[config.mk]
export PLATFORM = sky130hd
export DESIGN_NAME = regfile_wb_arbiter
export DESIGN_NICKNAME = d
export VERILOG_FILES = /design/src/rtl/wb_pkg.sv /design/src/rtl/wb_ld_fifo.sv /design/src/rtl/regfile_wb_arbiter.sv
export SDC_FILE = /design/constraint.sdc
export NUM_CORES = 1
export LEC_CHECK = 0
export CAP_MARGIN = 20
export CORE_ASPECT_RATIO = 1.1
export CORE_MARGIN = 1
export CORE_UTILIZATION = 53
export CTS_BUF_LIST = sky130_fd_sc_hd__clkbuf_8
export DETAILED_ROUTE_END_ITERATION = 12
export MAX_ROUTING_LAYER = met4
export PLACE_DENSITY = 0.93
export SLEW_MARGIN = 20
export SYNTH_ARGS = -nofsm -noshare
export SYNTH_HDL_FRONTEND = slang
export SYNTH_HIERARCHICAL = 1
export SYNTH_SLANG_ARGS = --single-unit
[constraint.sdc]
create_clock -name clk -period 8.88 [get_ports clk]
set_clock_uncertainty 0.2 [all_clocks]
set_input_delay 0.888 -clock clk [delete_from_list [all_inputs] [get_ports clk]]
set_output_delay 0.888 -clock clk [all_outputs]
set_load 0.02 [all_outputs]
[src/rtl/wb_pkg.sv]
// Shared types and helpers for the register-file writeback arbiter.
//   - funct3 load-type encodings (LB, LH, LW, LBU, LHU)
//   - ld_entry_t: one buffered load response {rd, funct3, addr_lo, data}
//   - ld_extend(): byte/half selection and sign/zero extension of load data
package wb_pkg;

  localparam logic [2:0] LB  = 3'b000;
  localparam logic [2:0] LH  = 3'b001;
  localparam logic [2:0] LW  = 3'b010;
  localparam logic [2:0] LBU = 3'b100;
  localparam logic [2:0] LHU = 3'b101;

  typedef struct packed {
    logic [4:0]  rd;
    logic [2:0]  funct3;
    logic [1:0]  addr_lo;
    logic [31:0] data;
  } ld_entry_t;

  // Half-word select uses addr_lo[1] only; misaligned halves are not split.
  function automatic logic [31:0] ld_extend(input logic [2:0]  funct3,
                                            input logic [1:0]  addr_lo,
                                            input logic [31:0] data);
    logic [7:0]  b;
    logic [15:0] h;
    b = data[{addr_lo, 3'b000} +: 8];
    h = data[{addr_lo[1], 4'b0000} +: 16];
    case (funct3)
      LB:      ld_extend = {{24{b[7]}}, b};
      LH:      ld_extend = {{16{h[15]}}, h};
      LBU:     ld_extend = {24'h0, b};
      LHU:     ld_extend = {16'h0, h};
      default: ld_extend = data;
    endcase
  endfunction

endpackage

[src/rtl/wb_ld_fifo.sv]
// Synchronous FIFO holding load responses until they win writeback arbitration.
// Ports:
//   clk, rst       clock, synchronous active-high reset
//   push_i         enqueue data_i (caller guarantees not full)
//   pop_i          dequeue head (caller guarantees not empty)
//   flush_i        discard all entries; overrides push/pop
//   data_i         entry to enqueue
//   full_o/empty_o occupancy flags, registered state only
//   head_o         oldest entry
module wb_ld_fifo
  import wb_pkg::*;
#(
  parameter int unsigned Depth = 2
) (
  input  logic      clk,
  input  logic      rst,
  input  logic      push_i,
  input  logic      pop_i,
  input  logic      flush_i,
  input  ld_entry_t data_i,
  output logic      full_o,
  output logic      empty_o,
  output ld_entry_t head_o
);

  localparam int unsigned AW = $clog2(Depth);

  ld_entry_t       mem_q [Depth];
  logic [AW-1:0]   wr_ptr_q, rd_ptr_q;
  logic [AW:0]     cnt_q;

  assign full_o  = (cnt_q == (AW+1)'(Depth));
  assign empty_o = (cnt_q == '0);
  assign head_o  = mem_q[rd_ptr_q];

  // Depth is a power of two, so the pointers wrap naturally.
  always_ff @(posedge clk) begin
    if (rst || flush_i) begin
      wr_ptr_q <= '0;
      rd_ptr_q <= '0;
      cnt_q    <= '0;
    end else begin
      if (push_i) wr_ptr_q <= wr_ptr_q + 1'b1;
      if (pop_i)  rd_ptr_q <= rd_ptr_q + 1'b1;
      cnt_q <= cnt_q + (AW+1)'(push_i) - (AW+1)'(pop_i);
    end
  end

  always_ff @(posedge clk) begin
    if (push_i && !flush_i && !rst) mem_q[wr_ptr_q] <= data_i;
  end

endmodule

[src/rtl/regfile_wb_arbiter.sv]
// Register-file write port arbiter: merges single-cycle ALU results with buffered
// load responses into one registered write per cycle, with ALU starvation guard.
// Ports:
//   clk, rst                     clock, synchronous active-high reset
//   irq_flush_i                  drop all pending loads and the presented write
//   axi_stall_i                  core stall; outputs and arbitration freeze
//   alu_valid_i/alu_ready_o      ALU result handshake (alu_rd_i, alu_data_i)
//   ld_valid_i/ld_ready_o        load response handshake (ld_rd_i, ld_funct3_i,
//                                ld_addr_lo_i, ld_data_i)
//   wb_we_o, wb_rd_o, wb_data_o  registered write to the register file
module regfile_wb_arbiter
  import wb_pkg::*;
#(
  parameter int unsigned LD_DEPTH   = 2,
  parameter int unsigned STARVE_MAX = 4
) (
  input  logic        clk,
  input  logic        rst,
  input  logic        irq_flush_i,
  input  logic        axi_stall_i,
  input  logic        alu_valid_i,
  output logic        alu_ready_o,
  input  logic [4:0]  alu_rd_i,
  input  logic [31:0] alu_data_i,
  input  logic        ld_valid_i,
  output logic        ld_ready_o,
  input  logic [4:0]  ld_rd_i,
  input  logic [2:0]  ld_funct3_i,
  input  logic [1:0]  ld_addr_lo_i,
  input  logic [31:0] ld_data_i,
  output logic        wb_we_o,
  output logic [4:0]  wb_rd_o,
  output logic [31:0] wb_data_o
);

  localparam int unsigned SW = $clog2(STARVE_MAX + 1);

  logic      fifo_full, fifo_empty, fifo_push, fifo_pop;
  ld_entry_t fifo_in, fifo_head;

  logic          advance, head_first, alu_win, ld_win;
  logic [SW-1:0] starve_q, starve_d;
  logic          wb_we_q, wb_we_d;
  logic [4:0]    wb_rd_q, wb_rd_d;
  logic [31:0]   wb_data_q, wb_data_d;

  assign fifo_in = '{rd: ld_rd_i, funct3: ld_funct3_i, addr_lo: ld_addr_lo_i, data: ld_data_i};

  wb_ld_fifo #(
    .Depth(LD_DEPTH)
  ) u_ld_fifo (
    .clk    (clk),
    .rst    (rst),
    .push_i (fifo_push),
    .pop_i  (fifo_pop),
    .flush_i(irq_flush_i),
    .data_i (fifo_in),
    .full_o (fifo_full),
    .empty_o(fifo_empty),
    .head_o (fifo_head)
  );

  always_comb begin
    advance    = !axi_stall_i && !irq_flush_i;
    // Loads take priority until the ALU has been passed over STARVE_MAX times.
    head_first = !fifo_empty && (starve_q < SW'(STARVE_MAX));
    alu_win    = advance && alu_valid_i && !head_first;
    ld_win     = advance && !fifo_empty && !alu_win;

    alu_ready_o = alu_win && !rst;
    ld_ready_o  = !fifo_full && !irq_flush_i && !rst;
    fifo_push   = ld_valid_i && ld_ready_o;
    fifo_pop    = ld_win && !rst;
  end

  always_comb begin
    starve_d  = starve_q;
    wb_we_d   = wb_we_q;
    wb_rd_d   = wb_rd_q;
    wb_data_d = wb_data_q;
    if (irq_flush_i) begin
      starve_d = '0;
      wb_we_d  = 1'b0;
    end else if (advance) begin
      if (alu_valid_i && ld_win) begin
        starve_d = (starve_q == SW'(STARVE_MAX)) ? starve_q : starve_q + 1'b1;
      end else begin
        starve_d = '0;
      end
      if (alu_win) begin
        wb_we_d   = (alu_rd_i != 5'd0);
        wb_rd_d   = alu_rd_i;
        wb_data_d = alu_data_i;
      end else if (ld_win) begin
        wb_we_d   = (fifo_head.rd != 5'd0);
        wb_rd_d   = fifo_head.rd;
        wb_data_d = ld_extend(fifo_head.funct3, fifo_head.addr_lo, fifo_head.data);
      end else begin
        wb_we_d = 1'b0;
      end
    end
  end

  always_ff @(posedge clk) begin
    if (rst) begin
      starve_q  <= '0;
      wb_we_q   <= 1'b0;
      wb_rd_q   <= 5'd0;
      wb_data_q <= 32'd0;
    end else begin
      starve_q  <= starve_d;
      wb_we_q   <= wb_we_d;
      wb_rd_q   <= wb_rd_d;
      wb_data_q <= wb_data_d;
    end
  end

  assign wb_we_o   = wb_we_q;
  assign wb_rd_o   = wb_rd_q;
  assign wb_data_o = wb_data_q;

endmodule
**Word-level counts from Yosys, hierarchy flattened**

Memory sizes are Yosys's and may differ from the RTL's. A register that Yosys moved wholly into a read port is not among the register bits.
Cells that the tools add are included.

- Add/sub/neg operators: 5
- Shift operators: 2
- Bitwise operators: 1
- Div/mod/pow operators: 0
- $lt $le $gt $ge: 1
- Reductions and logical operators: 30
- Mux-type cells: 13
- Equality and inequality tests: 6
- Multipliers: 0

Operator list:

| cell | count |
|---|---|
| 32-bit case mux with 4 select lines | 1 |
| 32-bit 2-to-1 mux | 2 |
| 32-bit by 6-bit indexed part select with 16-bit output | 1 |
| 32-bit by 6-bit indexed part select with 8-bit output | 1 |
| 1-bit logical AND | 14 |
| 5-bit 2-to-1 mux | 2 |
| 5-bit nonzero test | 2 |
| 3-bit == test (second input constant) | 3 |
| 1-bit logical NOT | 7 |
| 1-bit 2-to-1 mux | 6 |
| 3-bit 2-to-1 mux | 2 |
| 3-bit by 1-bit adder with 3-bit output (second input constant) | 1 |
| 3-bit by 1-bit == test with 1-bit output (second input constant) | 1 |
| 3-bit logical NOT | 1 |
| 3-bit less-than comparator (second input constant) | 1 |
| 3-bit AND reduction | 1 |
| 1-bit adder (second input constant) | 2 |
| 2-bit by 1-bit adder with 2-bit output | 1 |
| 2-bit == test (second input constant) | 1 |
| 2-bit logical NOT | 1 |
| 2-bit inequality test (second input constant) | 1 |
| 2-bit AND reduction | 1 |
| 2-bit nonzero test | 1 |
| 2-bit OR reduction | 1 |
| other kinds (3) | 3 |

- Memory bits (read-only): 0
- Memories kept: 1
- RAM bits: 84
- Output and inout port bits: 40
- Word-level logic and storage cells: 66
- Bits in latches: 0
- Flip-flop bits (word level): 45
- Bits of input ports: 85

Memory list:

| memory | depth | bits a word | rd ports | clocked after memory_dff | wr ports | line | RTL |
|---|---|---|---|---|---|---|---|
| u_ld_fifo.mem_q | 2 | 42 | 1 | 1 | 1 | wb_ld_fifo.sv:28 | `ld_entry_t mem_q [Depth];` |

**Longest topological paths before layout**

- Word-level depth: 10
- Mapped depth: 9
- Gate-level depth less buffers: 9

**Hierarchy**

The synthesis kept the hierarchy.

By module, submodules not included:

| module | times used | area each (µm²) | cells an instance | sequential area each (µm²) |
|---|---|---|---|---|
| wb_ld_fifo | 1 | 3469.6 | 153 | 2622.5 |
| regfile_wb_arbiter | 1 | 2691.3 | 284 | 820.8 |

**Worst setup path before layout**

No wires, ideal clock.

- Path kind: input port to flip-flop
- Start: input port rst
- End: memory u_ld_fifo/mem_q[0][0] (netlist bit), enable pin
- Arrival: 6.361 ns
- Slack: 1.756 ns
- Data required time: 8.117 ns
- Setup time: 0.563 ns
- Stages on the path: 5
- Path through: buf_2 or2_2 nor2_1 and2_1 nor4b_1

- Word-level cells in the longest chain between the ends: 7

Ends and longest elaborated chain:

| element | line | RTL |
|---|---|---|
| start: declaration | regfile_wb_arbiter.sv:18 | `input logic rst,` |
| 1-bit logical NOT | regfile_wb_arbiter.sv:71 | `ld_ready_o = !fifo_full && !irq_flush_i && !rst;` |
| 1-bit logical AND | regfile_wb_arbiter.sv:71 |  |
| via ld_ready_o | regfile_wb_arbiter.sv:26 | `output logic ld_ready_o,` |
| 1-bit logical AND | regfile_wb_arbiter.sv:72 | `fifo_push = ld_valid_i && ld_ready_o;` |
| via fifo_push | regfile_wb_arbiter.sv:38 | `logic fifo_full, fifo_empty, fifo_push, fifo_pop;` |
| 1-bit logical AND (2 in series) | wb_ld_fifo.sv:50 | `if (push_i && !flush_i && !rst) mem_q[wr_ptr_q] <= data_i;` |
| 1-bit 2-to-1 mux | wb_ld_fifo.sv:50 |  |
| 1-bit 2-to-1 mux (implied by the code) | wb_ld_fifo.sv:50 |  |
| end: declaration | wb_ld_fifo.sv:28 |  |

The timed path passes the listed nets, and every way through them passes these cells.

**Worst setup path after layout**

- Start: input port irq_flush_i
- End: output port alu_ready_o

- Word-level cells in the longest chain between the ends: 5

Ends and longest elaborated chain:

| element | line | RTL |
|---|---|---|
| start: declaration | regfile_wb_arbiter.sv:19 | `input logic irq_flush_i,` |
| 1-bit logical NOT | regfile_wb_arbiter.sv:64 | `advance = !axi_stall_i && !irq_flush_i;` |
| 1-bit logical AND | regfile_wb_arbiter.sv:64 |  |
| 1-bit logical AND (2 in series) | regfile_wb_arbiter.sv:67 | `alu_win = advance && alu_valid_i && !head_first;` |
| 1-bit logical AND | regfile_wb_arbiter.sv:70 | `alu_ready_o = alu_win && !rst;` |
| end: declaration | regfile_wb_arbiter.sv:22 | `output logic alu_ready_o,` |

Every way passes these cells.

==> summary.txt <==
status - completed
number of remaining DRC errors - 0
number of buffers inserted during clock tree synthesis - 17
max cap viols - 0
count of cells resized by post-cts repair - 0
wire length per cell after detailed routing - 20.25 um
delay of the slowest cell on the worst path - 670 ps
antenna diode count - 0
hold-fix buffers at CTS - 0
Post-synth top flop - sky130_fd_sc_hd__edfxtp_1
non-filler instance count after layout - 712
Post-Route WL - 14.42 mm
area of the core - 11110 um^2
DR iter-0 viols - 394
fill cell total of the finished layout - 748
Post-synth EDFFs - 84
cell area reported after detailed placement - 7372 um^2
Warnings, synthesis - 6
Via density - 5.994
floorplan die width - 104.8 um
endpoints failing setup - 0
relative max-transition margin - 31.24%
initial standard-cell utilization of the core - 55.45%
clock latency of the later-clocked register in the worst-skew pair - 430 ps
most prevalent standard cell on the critical path - sky130_fd_sc_hd__clkdlybuf4s50_1
mapped cell area - 6161 um^2
count of mapped cells out of synthesis - 437
Post-Layout Inst Area - 7761 um^2
actual transition at the worst max-transition pin - 1030 ps
mean instance size in the synthesized netlist - 14.10 um^2
number of global-route vias before repair - 4373
Post-CTS Repair Setup Buffers - 0
data required time of the worst path - 7790 ps
Hold Fails Final Rpt - 0
number of nets in the layout - 641
Worst path slowest cell - sky130_fd_sc_hd__clkdlybuf4s50_1
number of max-slew violations in the final report - 0
Vert. Die Dim - 115.1 um
Worst Hold Slack - 295.3 ps
Setup CP Type - in2out
post-detailed-placement half-perimeter wirelength - 10.13 mm
utilization after layout - 69.85%
Critical Path AT - 3320 ps
worst path bufs/invs - 3
number of unique standard cell types used by synthesis - 58
path class of the lowest-slack min-delay path - reg2reg
Worst-path clk slew - 70 ps
sum of overflow across all layers after global routing - 0
leakage power total - 2.645 nW
global placer's final weighted congestion - 0.9048
number of antenna violations at the first check in global routing - 0
final setup TNS - 0 ps
pwr dens - 162.7 nW/um^2
number of buffers on the longest clock path - 2
floorplan die area - 12060 um^2
number of placed instances with taps included - 679
total routing resource utilization after global routing - 25.35%
CTS tree - built
Async S/R FF share, synth - 0%
number of sinks on the clock net - 130
share of cells above drive strength 1 - 24.25%
fraction of the cycle the final worst path needs - 49.64%
# IOs - 125
crit path capture type - primary output
Startpoint Class - input pin
total via count in the routed design - 4268
crit-path cells - clkdlybuf4s50_1 > or3b_4 > or2_1 > buf_4 > nor2_1 > clkdlybuf4s50_1
sequential share of the synthesized area - 55.89%
number of H-tree branching levels - 4
maximum number of pins on one net before global-route repair - 43
remaining antenna violation count after routing - 0
CP delay by family, top - buffers and inverters
maximum frequency from static timing analysis - 0.2269 GHz
global-route wire length before repair - 22.15 mm
shortest clock period the worst path allows after layout - 4408 ps
Synth-to-Final Area Change - 25.97%
number of I/O port buffers - 124
detailed-router iteration count before antenna repair - 7
highest net fanout along the worst path - 32
post-synth net total - 526
setup repair after global routing missed its margin - false
worst supply voltage drop on vdd - 0.0001114 V
number of placement rows - 40
register bit count reported by yosys - 130
Clock Tree Root - sky130_fd_sc_hd__clkbuf_8
## power breakdown
part | leakage (nW) | total, mW | internal [mW] | switching, mW
sequential | 1.13 | 0.662 | 0.655 | 0.00727
combinational | 1.30 | 0.130 | 0.0696 | 0.0600
clock | 0.216 | 0.471 | 0.260 | 0.211
## logic make-up (layout without fill, tap and decap cells)
family                   Yosys count  in the layout  share of synthesized area, %
adder cells (fa/ha/maj)            4              4                        0.8124
XOR/XNOR                           3              3                        0.6499
buffers and inverters             46            174                         5.301
AO/OA/AOI/OAI                    108            108                         17.63
AND/OR/NAND/NOR                   93             93                         7.657
flip-flops                       130            130                         55.89
multiplexers                      53             53                         12.06
## layer usage
layer,vias up,wire [um],global-route usage (%)
met1,2049,5480,27.89
li1,1960,-,-
met2,214,7404,42.60
met4,0,511,12.96
met5,-,0,-
met3,45,1021,6.803
## registers in the layout, summed over array words and instances (netlist names), named ones only
signal              cells
u_ld_fifo/mem_q        84
wb_we_o                 1
u_ld_fifo/wr_ptr_q      1
u_ld_fifo/rd_ptr_q      1
wb_data_o              32
u_ld_fifo/cnt_q         2
wb_rd_o                 5
starve_q                3
## final timing paths
| check | start | end | slack, ps | cells past startpoint |
|---|---|---|---|---|
| worst max-delay path | irq_flush_i | alu_ready_o | 4470 | 6 |
| worst min-delay path | starve_q[0] | starve_q[0] | 300 | 2 |
| worst max register to register | flip-flop | wb_data_o[6] | 5530 | 6 |
| worst min register to register | starve_q[0] | starve_q[0] | 300 | 2 |
## placed cells by master (no fill, tap or decap), types with 5 or more instances in the layout
cell type / n
sky130_fd_sc_hd__a211oi_1: 5
sky130_fd_sc_hd__a21oi_1: 6
sky130_fd_sc_hd__a22o_1: 6
sky130_fd_sc_hd__a22oi_1: 10
sky130_fd_sc_hd__a311oi_1: 7
sky130_fd_sc_hd__a311oi_2: 5
sky130_fd_sc_hd__a31oi_1: 6
sky130_fd_sc_hd__a41oi_1: 16
sky130_fd_sc_hd__buf_4: 7
sky130_fd_sc_hd__clkbuf_8: 23
sky130_fd_sc_hd__clkdlybuf4s50_1: 124
sky130_fd_sc_hd__dfxtp_1: 45
sky130_fd_sc_hd__edfxtp_1: 84
sky130_fd_sc_hd__inv_1: 14
sky130_fd_sc_hd__mux2_2: 9
sky130_fd_sc_hd__mux2_4: 40
sky130_fd_sc_hd__nand2_1: 26
sky130_fd_sc_hd__nand2_2: 5
sky130_fd_sc_hd__nor2_1: 25
sky130_fd_sc_hd__nor3_1: 7
sky130_fd_sc_hd__o221ai_2: 22
sky130_fd_sc_hd__o32ai_1: 7
sky130_fd_sc_hd__or3_1: 7
## Yosys cell counts (all sizes together) (2+ instances only)
library cell	instances	share of area (%)
mux2	50	12
inv	10	0.61
o32ai	7	1.0
nor3	9	0.81
or4	2	0.24
a21o	2	0.24
nor2	26	1.6
nor4	2	0.30
nor2b	4	0.41
a41oi	16	2.3
and2	3	0.35
a31oi	6	0.61
mux2i	3	0.49
a22oi	10	1.2
clkbuf	12	0.73
xnor2	2	0.28
nand2	31	2.1
a211oi	8	1.2
a311oi	12	2.2
ha	4	0.81
or3	7	0.71
a2111oi	2	0.49
edfxtp	84	41
a222oi	2	0.32
a21oi	9	0.91
o22ai	2	0.20
or3b	2	0.32
and2b	2	0.24
o221ai	22	5.4
a22o	6	0.85
dfxtp	46	15
or2	2	0.20
buf	23	3.9
## worst register-to-register path, cell delays in order, from the launching register on
cell	delay, ps
sky130_fd_sc_hd__dfxtp_2	310
sky130_fd_sc_hd__buf_4	590
sky130_fd_sc_hd__mux2_2	570
sky130_fd_sc_hd__and2b_1	610
sky130_fd_sc_hd__a311oi_1	200
sky130_fd_sc_hd__or4_1	600
sky130_fd_sc_hd__a211oi_2	200
## layout make-up
type | instances | area, um^2 | share of cell area (%)
sequential | 130 | 3445 | 44.38
multi-input combinational | 261 | 2416 | 31.13
timing repair buffer | 131 | 1294 | 16.67
clock buffer | 23 | 316.6 | 4.079
tap | 147 | 183.9 | 2.370
clock inverter | 9 | 65.06 | 0.8383
inverter | 11 | 41.29 | 0.5320
## stage by stage
stage / setup WS, ps / power (mW)
after floorplan: 1756 / 0.7329
after global placement: 4553 / 0.7998
after detailed placement: 4478 / 0.8043
after CTS: 4465 / 1.269
after global routing: 4337 / 1.301
final: 4472 / 1.263
Power figures use the tool's default switching activity.
